$ cat src/rtl/hall_rpm_meter.sv
// hall_rpm_meter: measures the hall-transition period of a BLDC motor and, on
// request, converts it to RPM with a 32-cycle restoring divider.
// RPM = (10 * CLK_FREQ_HZ / POLE_PAIRS) / period, clamped to 13 bits.
module hall_rpm_meter #(
    parameter int unsigned CLK_FREQ_HZ    = 100_000_000,
    parameter int unsigned POLE_PAIRS     = 4,
    parameter int unsigned TIMEOUT_CYCLES = 50_000_000
) (
    input  logic        i_clk,
    input  logic        i_n_reset,
    input  logic [2:0]  i_hall_state,
    input  logic        i_get_RPM,
    output logic [12:0] o_RPM,
    output logic        o_valid,
    output logic        o_busy,
    output logic [31:0] o_period,
    output logic        o_stalled,
    output logic        o_hall_fault
);

    // Dividend constant: 60 s/min * f_clk / (6 transitions * pole pairs).
    localparam logic [63:0] K_WIDE    = (64'd10 * 64'(CLK_FREQ_HZ)) / 64'(POLE_PAIRS);
    localparam logic [31:0] K_DIVIDEND = K_WIDE[31:0];
    localparam logic [31:0] TIMEOUT_C  = 32'(TIMEOUT_CYCLES);
    localparam logic [31:0] RPM_MAX    = 32'd8191;

    typedef enum logic [1:0] {
        ST_IDLE   = 2'd0,
        ST_DIVIDE = 2'd1,
        ST_DONE   = 2'd2
    } state_t;

    // A hall code is usable only when it is neither all-low nor all-high.
    function automatic logic code_valid(input logic [2:0] code);
        return (code != 3'b000) && (code != 3'b111);
    endfunction

    // Hall synchronisation and history
    logic [2:0]  hall_meta_q;
    logic [2:0]  hall_sync_q;
    logic        meta_vld_q;
    logic [2:0]  hall_prev_q;
    logic        fault_q;
    logic        transition_s;

    // Period measurement
    logic [31:0] cnt_q,       cnt_d;
    logic        armed_q,     armed_d;
    logic [31:0] period_q,    period_d;
    logic        period_ok_q, period_ok_d;
    logic        stalled_q,   stalled_d;

    // Request FSM and divider
    state_t      state_q,     state_d;
    logic [31:0] dvs_q,       dvs_d;
    logic [31:0] dvd_q,       dvd_d;
    logic [31:0] rem_q,       rem_d;
    logic [4:0]  bit_q,       bit_d;
    logic [12:0] rpm_q,       rpm_d;
    logic        valid_q,     valid_d;
    logic        busy_q,      busy_d;
    logic [32:0] rem_shift_s;
    logic [32:0] diff_s;

    // Two-flop synchroniser; the previous-code register only follows valid codes.
    always_ff @(posedge i_clk or negedge i_n_reset) begin
        if (!i_n_reset) begin
            hall_meta_q <= 3'b000;
            hall_sync_q <= 3'b000;
            meta_vld_q  <= 1'b0;
            hall_prev_q <= 3'b000;
            fault_q     <= 1'b0;
        end else begin
            hall_meta_q <= i_hall_state;
            hall_sync_q <= hall_meta_q;
            meta_vld_q  <= 1'b1;
            // Fault flag lines up with the code that enters the sync stage.
            fault_q     <= meta_vld_q && !code_valid(hall_meta_q);
            if (code_valid(hall_sync_q)) begin
                hall_prev_q <= hall_sync_q;
            end else begin
                hall_prev_q <= hall_prev_q;
            end
        end
    end

    assign transition_s = code_valid(hall_sync_q) && (hall_sync_q != hall_prev_q);

    // Period counter, first/second transition tracking and stall detection.
    always_comb begin
        cnt_d       = cnt_q;
        armed_d     = armed_q;
        period_d    = period_q;
        period_ok_d = period_ok_q;
        stalled_d   = stalled_q;

        if (transition_s) begin
            cnt_d = 32'd0;
        end else if (cnt_q < TIMEOUT_C) begin
            cnt_d = cnt_q + 32'd1;
        end else begin
            cnt_d = cnt_q;
        end

        if (transition_s) begin
            if (armed_q) begin
                // Counter was zeroed at the previous transition edge, hence +1.
                period_d    = cnt_q + 32'd1;
                period_ok_d = 1'b1;
                stalled_d   = 1'b0;
            end else begin
                armed_d = 1'b1;
            end
        end else if (cnt_d == TIMEOUT_C) begin
            armed_d     = 1'b0;
            period_ok_d = 1'b0;
            stalled_d   = 1'b1;
        end else begin
            armed_d = armed_q;
        end
    end

    // Period measurement state registers.
    always_ff @(posedge i_clk or negedge i_n_reset) begin
        if (!i_n_reset) begin
            cnt_q       <= 32'd0;
            armed_q     <= 1'b0;
            period_q    <= 32'd0;
            period_ok_q <= 1'b0;
            stalled_q   <= 1'b1;
        end else begin
            cnt_q       <= cnt_d;
            armed_q     <= armed_d;
            period_q    <= period_d;
            period_ok_q <= period_ok_d;
            stalled_q   <= stalled_d;
        end
    end

    // One restoring-division step: shift in the next dividend bit and trial-subtract.
    assign rem_shift_s = {rem_q, dvd_q[31]};
    assign diff_s      = rem_shift_s - {1'b0, dvs_q};

    // Request FSM next-state logic and divider datapath.
    always_comb begin
        state_d = state_q;
        dvs_d   = dvs_q;
        dvd_d   = dvd_q;
        rem_d   = rem_q;
        bit_d   = bit_q;
        rpm_d   = rpm_q;
        valid_d = 1'b0;

        case (state_q)
            ST_IDLE: begin
                if (i_get_RPM) begin
                    if (period_ok_q) begin
                        dvs_d   = period_q;
                        dvd_d   = K_DIVIDEND;
                        rem_d   = 32'd0;
                        bit_d   = 5'd0;
                        state_d = ST_DIVIDE;
                    end else begin
                        dvd_d   = 32'd0;
                        state_d = ST_DONE;
                    end
                end else begin
                    state_d = ST_IDLE;
                end
            end
            ST_DIVIDE: begin
                // Quotient bits are shifted into the dividend register.
                if (diff_s[32]) begin
                    rem_d = rem_shift_s[31:0];
                    dvd_d = {dvd_q[30:0], 1'b0};
                end else begin
                    rem_d = diff_s[31:0];
                    dvd_d = {dvd_q[30:0], 1'b1};
                end
                bit_d = bit_q + 5'd1;
                if (bit_q == 5'd31) begin
                    state_d = ST_DONE;
                end else begin
                    state_d = ST_DIVIDE;
                end
            end
            ST_DONE: begin
                if (dvd_q > RPM_MAX) begin
                    rpm_d = 13'h1FFF;
                end else begin
                    rpm_d = dvd_q[12:0];
                end
                valid_d = 1'b1;
                state_d = ST_IDLE;
            end
            default: begin
                state_d = ST_IDLE;
            end
        endcase

        // Busy stays up through the valid cycle so no request is taken before it ends.
        busy_d = (state_d != ST_IDLE) || valid_d;
    end

    // Request FSM, divider and result registers.
    always_ff @(posedge i_clk or negedge i_n_reset) begin
        if (!i_n_reset) begin
            state_q <= ST_IDLE;
            dvs_q   <= 32'd0;
            dvd_q   <= 32'd0;
            rem_q   <= 32'd0;
            bit_q   <= 5'd0;
            rpm_q   <= 13'd0;
            valid_q <= 1'b0;
            busy_q  <= 1'b0;
        end else begin
            state_q <= state_d;
            dvs_q   <= dvs_d;
            dvd_q   <= dvd_d;
            rem_q   <= rem_d;
            bit_q   <= bit_d;
            rpm_q   <= rpm_d;
            valid_q <= valid_d;
            busy_q  <= busy_d;
        end
    end

    assign o_RPM        = rpm_q;
    assign o_valid      = valid_q;
    assign o_busy       = busy_q;
    assign o_period     = period_q;
    assign o_stalled    = stalled_q;
    assign o_hall_fault = fault_q;

endmodule
$ cat config.mk
export PLATFORM = sky130hd
export DESIGN_NAME = hall_rpm_meter
export DESIGN_NICKNAME = d
export VERILOG_FILES = /design/src/rtl/hall_rpm_meter.sv
export SDC_FILE = /design/constraint.sdc
export NUM_CORES = 1
export LEC_CHECK = 0
export ABC_AREA = 1
export CAP_MARGIN = 25
export CELL_PAD_IN_SITES_DETAIL_PLACEMENT = 1
export CELL_PAD_IN_SITES_GLOBAL_PLACEMENT = 1
export CORE_AREA = 2 2 215 217
export DETAILED_ROUTE_END_ITERATION = 12
export DIE_AREA = 0 0 217 219
export GPL_TIMING_DRIVEN = 1
export PLACE_DENSITY_LB_ADDON = 0.1
export SYNTH_ARGS = -nofsm -noshare
export SYNTH_HDL_FRONTEND = slang
export SYNTH_SLANG_ARGS = --single-unit
export TNS_END_PERCENT = 10
$ cat constraint.sdc
create_clock -name i_clk -period 2.4 [get_ports i_clk]
set_input_delay 0.6 -clock i_clk [delete_from_list [all_inputs] [get_ports i_clk]]
set_output_delay 0.6 -clock i_clk [all_outputs]
set_load 0.05 [all_outputs]
==> results.tsv <==
metric	value	unit
clock_sinks	196	
clkLatencyLatePin	0.49	ns
worstPathArrival	2.85	ns
clockBufferDepth	2	
worstReg2RegStart	dvs_q[0]$_DFFE_PN0P_	
io_pins	55	
cp_top_family	simple AND/OR/NAND/NOR gates	
via_per_inst	4.41	
wl_per_cell	16.6	microns
multiInputGateArea	0.00544	sq mm
dominantRegCellSynth	dfrtp_1	
synth-adder-area-share	4.10	%
initialDrtViolationCount	375	
cp_slowest_cell	dfrtp_1	
vias	10300	
die_h	219	microns
failed_checks	setup timing	
slew_headroom	60.0	%
ys_seq_area_share	44.0	%
final_hold_viol_count	0	
synth_cell_types	45	
antenna_left	0	
grt_pass1_wl	62300	microns
crit_buf_inv	3	
cp_max_fo	5	
dr.pass1.iters	4	
grt_start_max_net_pins	72	
placed_area	0.0137	sq mm
path_cells	ha_2 -> fa_2 -> inv_2 -> nand2_4 -> o21ai_4 -> a21oi_2 -> o21ai_2 -> nand3_2 -> nand2_2 -> nand2_2 -> nand2_4 -> buf_12 -> buf_16 -> nand2_1 -> nand3_1 -> nand2_1	
area_delta_synth_final	31.2	%
layout_commonest_cell	nand2_1	
initial_core_util	24.7	%
startpoint	dvs_q[0]$_DFFE_PN0P_	
clk_pin_slew	0.08	ns
regArea	0.00491	sq mm
n_antenna_cell	0	
crit_type	register to register	
fin_area	0.0146	sq mm
num_rows	78	
most-common-layout-cells	nand2_1, inv_1, dfrtp_1	
grt_setup_unrepaired	true	
routabilityCongestion	0.844	
finalCriticalPeriod	2.46	ns
cts_buffers	17	
fin_worst_skew	0.0152	ns
synthCells	1503	
critPathCapture	rem_q[3]$_DFFE_PN0P_	
vdd_ir_drop_max	0.599	mV
synth_top_family_by_area	simple AND/OR/NAND/NOR gates	
end_kind	register	
total_leakage_power	7.05	nW
nNetsFinal	1761	
holdWs	0.396	ns
overflow	0	
power	0.0175	W
io_buffers	54	
cp_num_cells	16	
final.setup.worst_slack	-0.0622	ns
setup-violations-final	32	
cts_tree	yes	
drv_slew	0	
r2r_setup_slack	-0.06	ns
synth_xor_area_share	2.98	%
cts-root-buf	clkbuf_16	
min_path_type	register to register	
maxCapViolCount	0	
worstMarginPinSlew	0.595	ns
cpPeakStageDelay	0.39	ns
design.core.area	0.0451	sq mm
ys_seq_elements	196	
r2r_cells	16	
antenna_found_initial	0	
die_area	0.0475	sq mm
grt_pass1_vias	11100	
wirelength	38600	microns
synth-edff-count	0	
synthSimpleGateAreaFrac	28.9	%
r2r-end	rem_q[3]$_DFFE_PN0P_	
critPathLaunchType	register	
syn_area_per_cell	7.42	sq um
dp_hpwl	29900	microns
syn_area	0.0112	sq mm
cp.required	2.78	ns
yosys_warnings	0	
pwr_density_cell	1190	mW/mm^2
synth-compound-area-share	10.8	%
postSynth.asyncResetShare	100	%
grt_usage	17.1	%
fmax	0.406	GHz
synth_mux_area_share	0	%
final.fill_count	5491	
drc	0	
post-route-util	32.5	%
outcome	finished with violations	
synth_nets	1545	
htreeDepth	4	
period_share	103	%
dieWidth	217	microns
drive_above_1_share	18.2	%
-- registers in the layout (all words and copies together), names as in the netlist --
name / count
armed_q: 1
bit_q: 5
cnt_q: 32
dvd_q: 32
dvs_q: 32
hall_meta_q: 3
hall_prev_q: 3
hall_sync_q: 3
meta_vld_q: 1
o_RPM: 13
o_busy: 1
o_hall_fault: 1
o_period: 32
o_stalled: 1
o_valid: 1
period_ok_q: 1
rem_q: 32
state_q: 2
-- worst min-delay path by stage --
stage | startpoint | end | cells after the start
final | hall_meta_q[2]$_DFF_PN0_ | hall_sync_q[2]$_DFF_PN0_ | 0
after global routing | hall_meta_q[2]$_DFF_PN0_ | hall_sync_q[2]$_DFF_PN0_ | 0
after CTS | hall_meta_q[2]$_DFF_PN0_ | hall_sync_q[2]$_DFF_PN0_ | 0
after detailed placement | hall_meta_q[2]$_DFF_PN0_ | hall_sync_q[2]$_DFF_PN0_ | 0
after global placement | hall_meta_q[0]$_DFF_PN0_ | hall_sync_q[0]$_DFF_PN0_ | 0
after floorplan | i_n_reset | armed_q$_DFFE_PN0P_ | 0
-- cell usage after synthesis (all sizes together) (4+ instances only) --
library cell,number,share of area [%]
nor2,124,4.8
xor2,23,1.8
o21ai,127,5.8
a21oi,49,2.2
nor3,14,0.63
nand2,487,17
a221o,4,0.36
nand3b,6,0.40
ha,35,3.9
nand3,103,5.0
buf,24,1.4
nand4,16,0.90
xnor2,15,1.2
o21a,6,0.40
clkbuf,20,0.67
dfrtp,195,44
nor4,7,0.39
inv,209,7.0
o22ai,17,0.95
-- worst register-to-register path, stage by stage (launching register included) --
cell,delay [ns]
dfrtp_1,0.39
ha_2,0.20
fa_2,0.35
inv_2,0.09
nand2_4,0.06
o21ai_4,0.18
a21oi_2,0.09
o21ai_2,0.17
nand3_2,0.13
nand2_2,0.12
nand2_2,0.07
nand2_4,0.12
buf_12,0.11
buf_16,0.11
nand2_1,0.05
nand3_1,0.06
nand2_1,0.05
-- through the flow --
| step | std cells | setup TNS, ns | setup slack [ns] |
|---|---|---|---|
| final | 2330 | -1.27 | -0.0622 |
| after detailed placement | 2287 | -6.63 | -0.252 |
| after floorplan | 1503 | 0 | 0.0121 |
| after global placement | 2287 | -4.40 | -0.243 |
| after global routing | 2330 | -7.69 | -0.242 |
| after CTS | 2330 | -1.03 | -0.0716 |
-- where the power goes --
part | leakage, nW | switching, W | internal (W) | total (W)
logic | 4.32 | 0.00569 | 0.00407 | 0.00976
registers | 2.45 | 0.000531 | 0.00415 | 0.00468
clock network | 0.282 | 0.00145 | 0.00158 | 0.00303
-- per-layer routing --
layer / vias up / wire length [microns] / GRT usage (%)
met4: 0 / 745 / 5.30
met5: - / 0 / 0
li1: 5210 / - / -
met1: 4968 / 18500 / 22.0
met3: 35 / 736 / 2.91
met2: 64 / 18600 / 29.2
-- kinds of logic after synthesis --
family / count (synthesis)
AOI/OAI and AO/OA: 218
xor gates and xnor gates: 38
adders and majority gates: 36
buffers and inverters: 256
DFF: 196
other: 1
and+or+nand+nor: 758
-- final cells by class --
| class | count | area share, % |
|---|---|---|
| inverters | 212 | 5.44 |
| clock inverters | 11 | 0.983 |
| repair buffers | 241 | 14.8 |
| multi-input cells | 1051 | 37.2 |
| clock buffers | 19 | 3.03 |
| well taps | 600 | 5.13 |
| flip-flops and latches | 196 | 33.5 |
-- repair_timing --
action                                  4_1_cts  5_1_grt
pin swaps                                    15       28
endpoints found under the setup margin       51       36
endpoints found under the hold margin         1        0
gates cloned                                  3        0
hold buffers                                  1        0
buffers inserted                              9        4
resized for setup                            52       37
(Power assumes the default switching activity.)
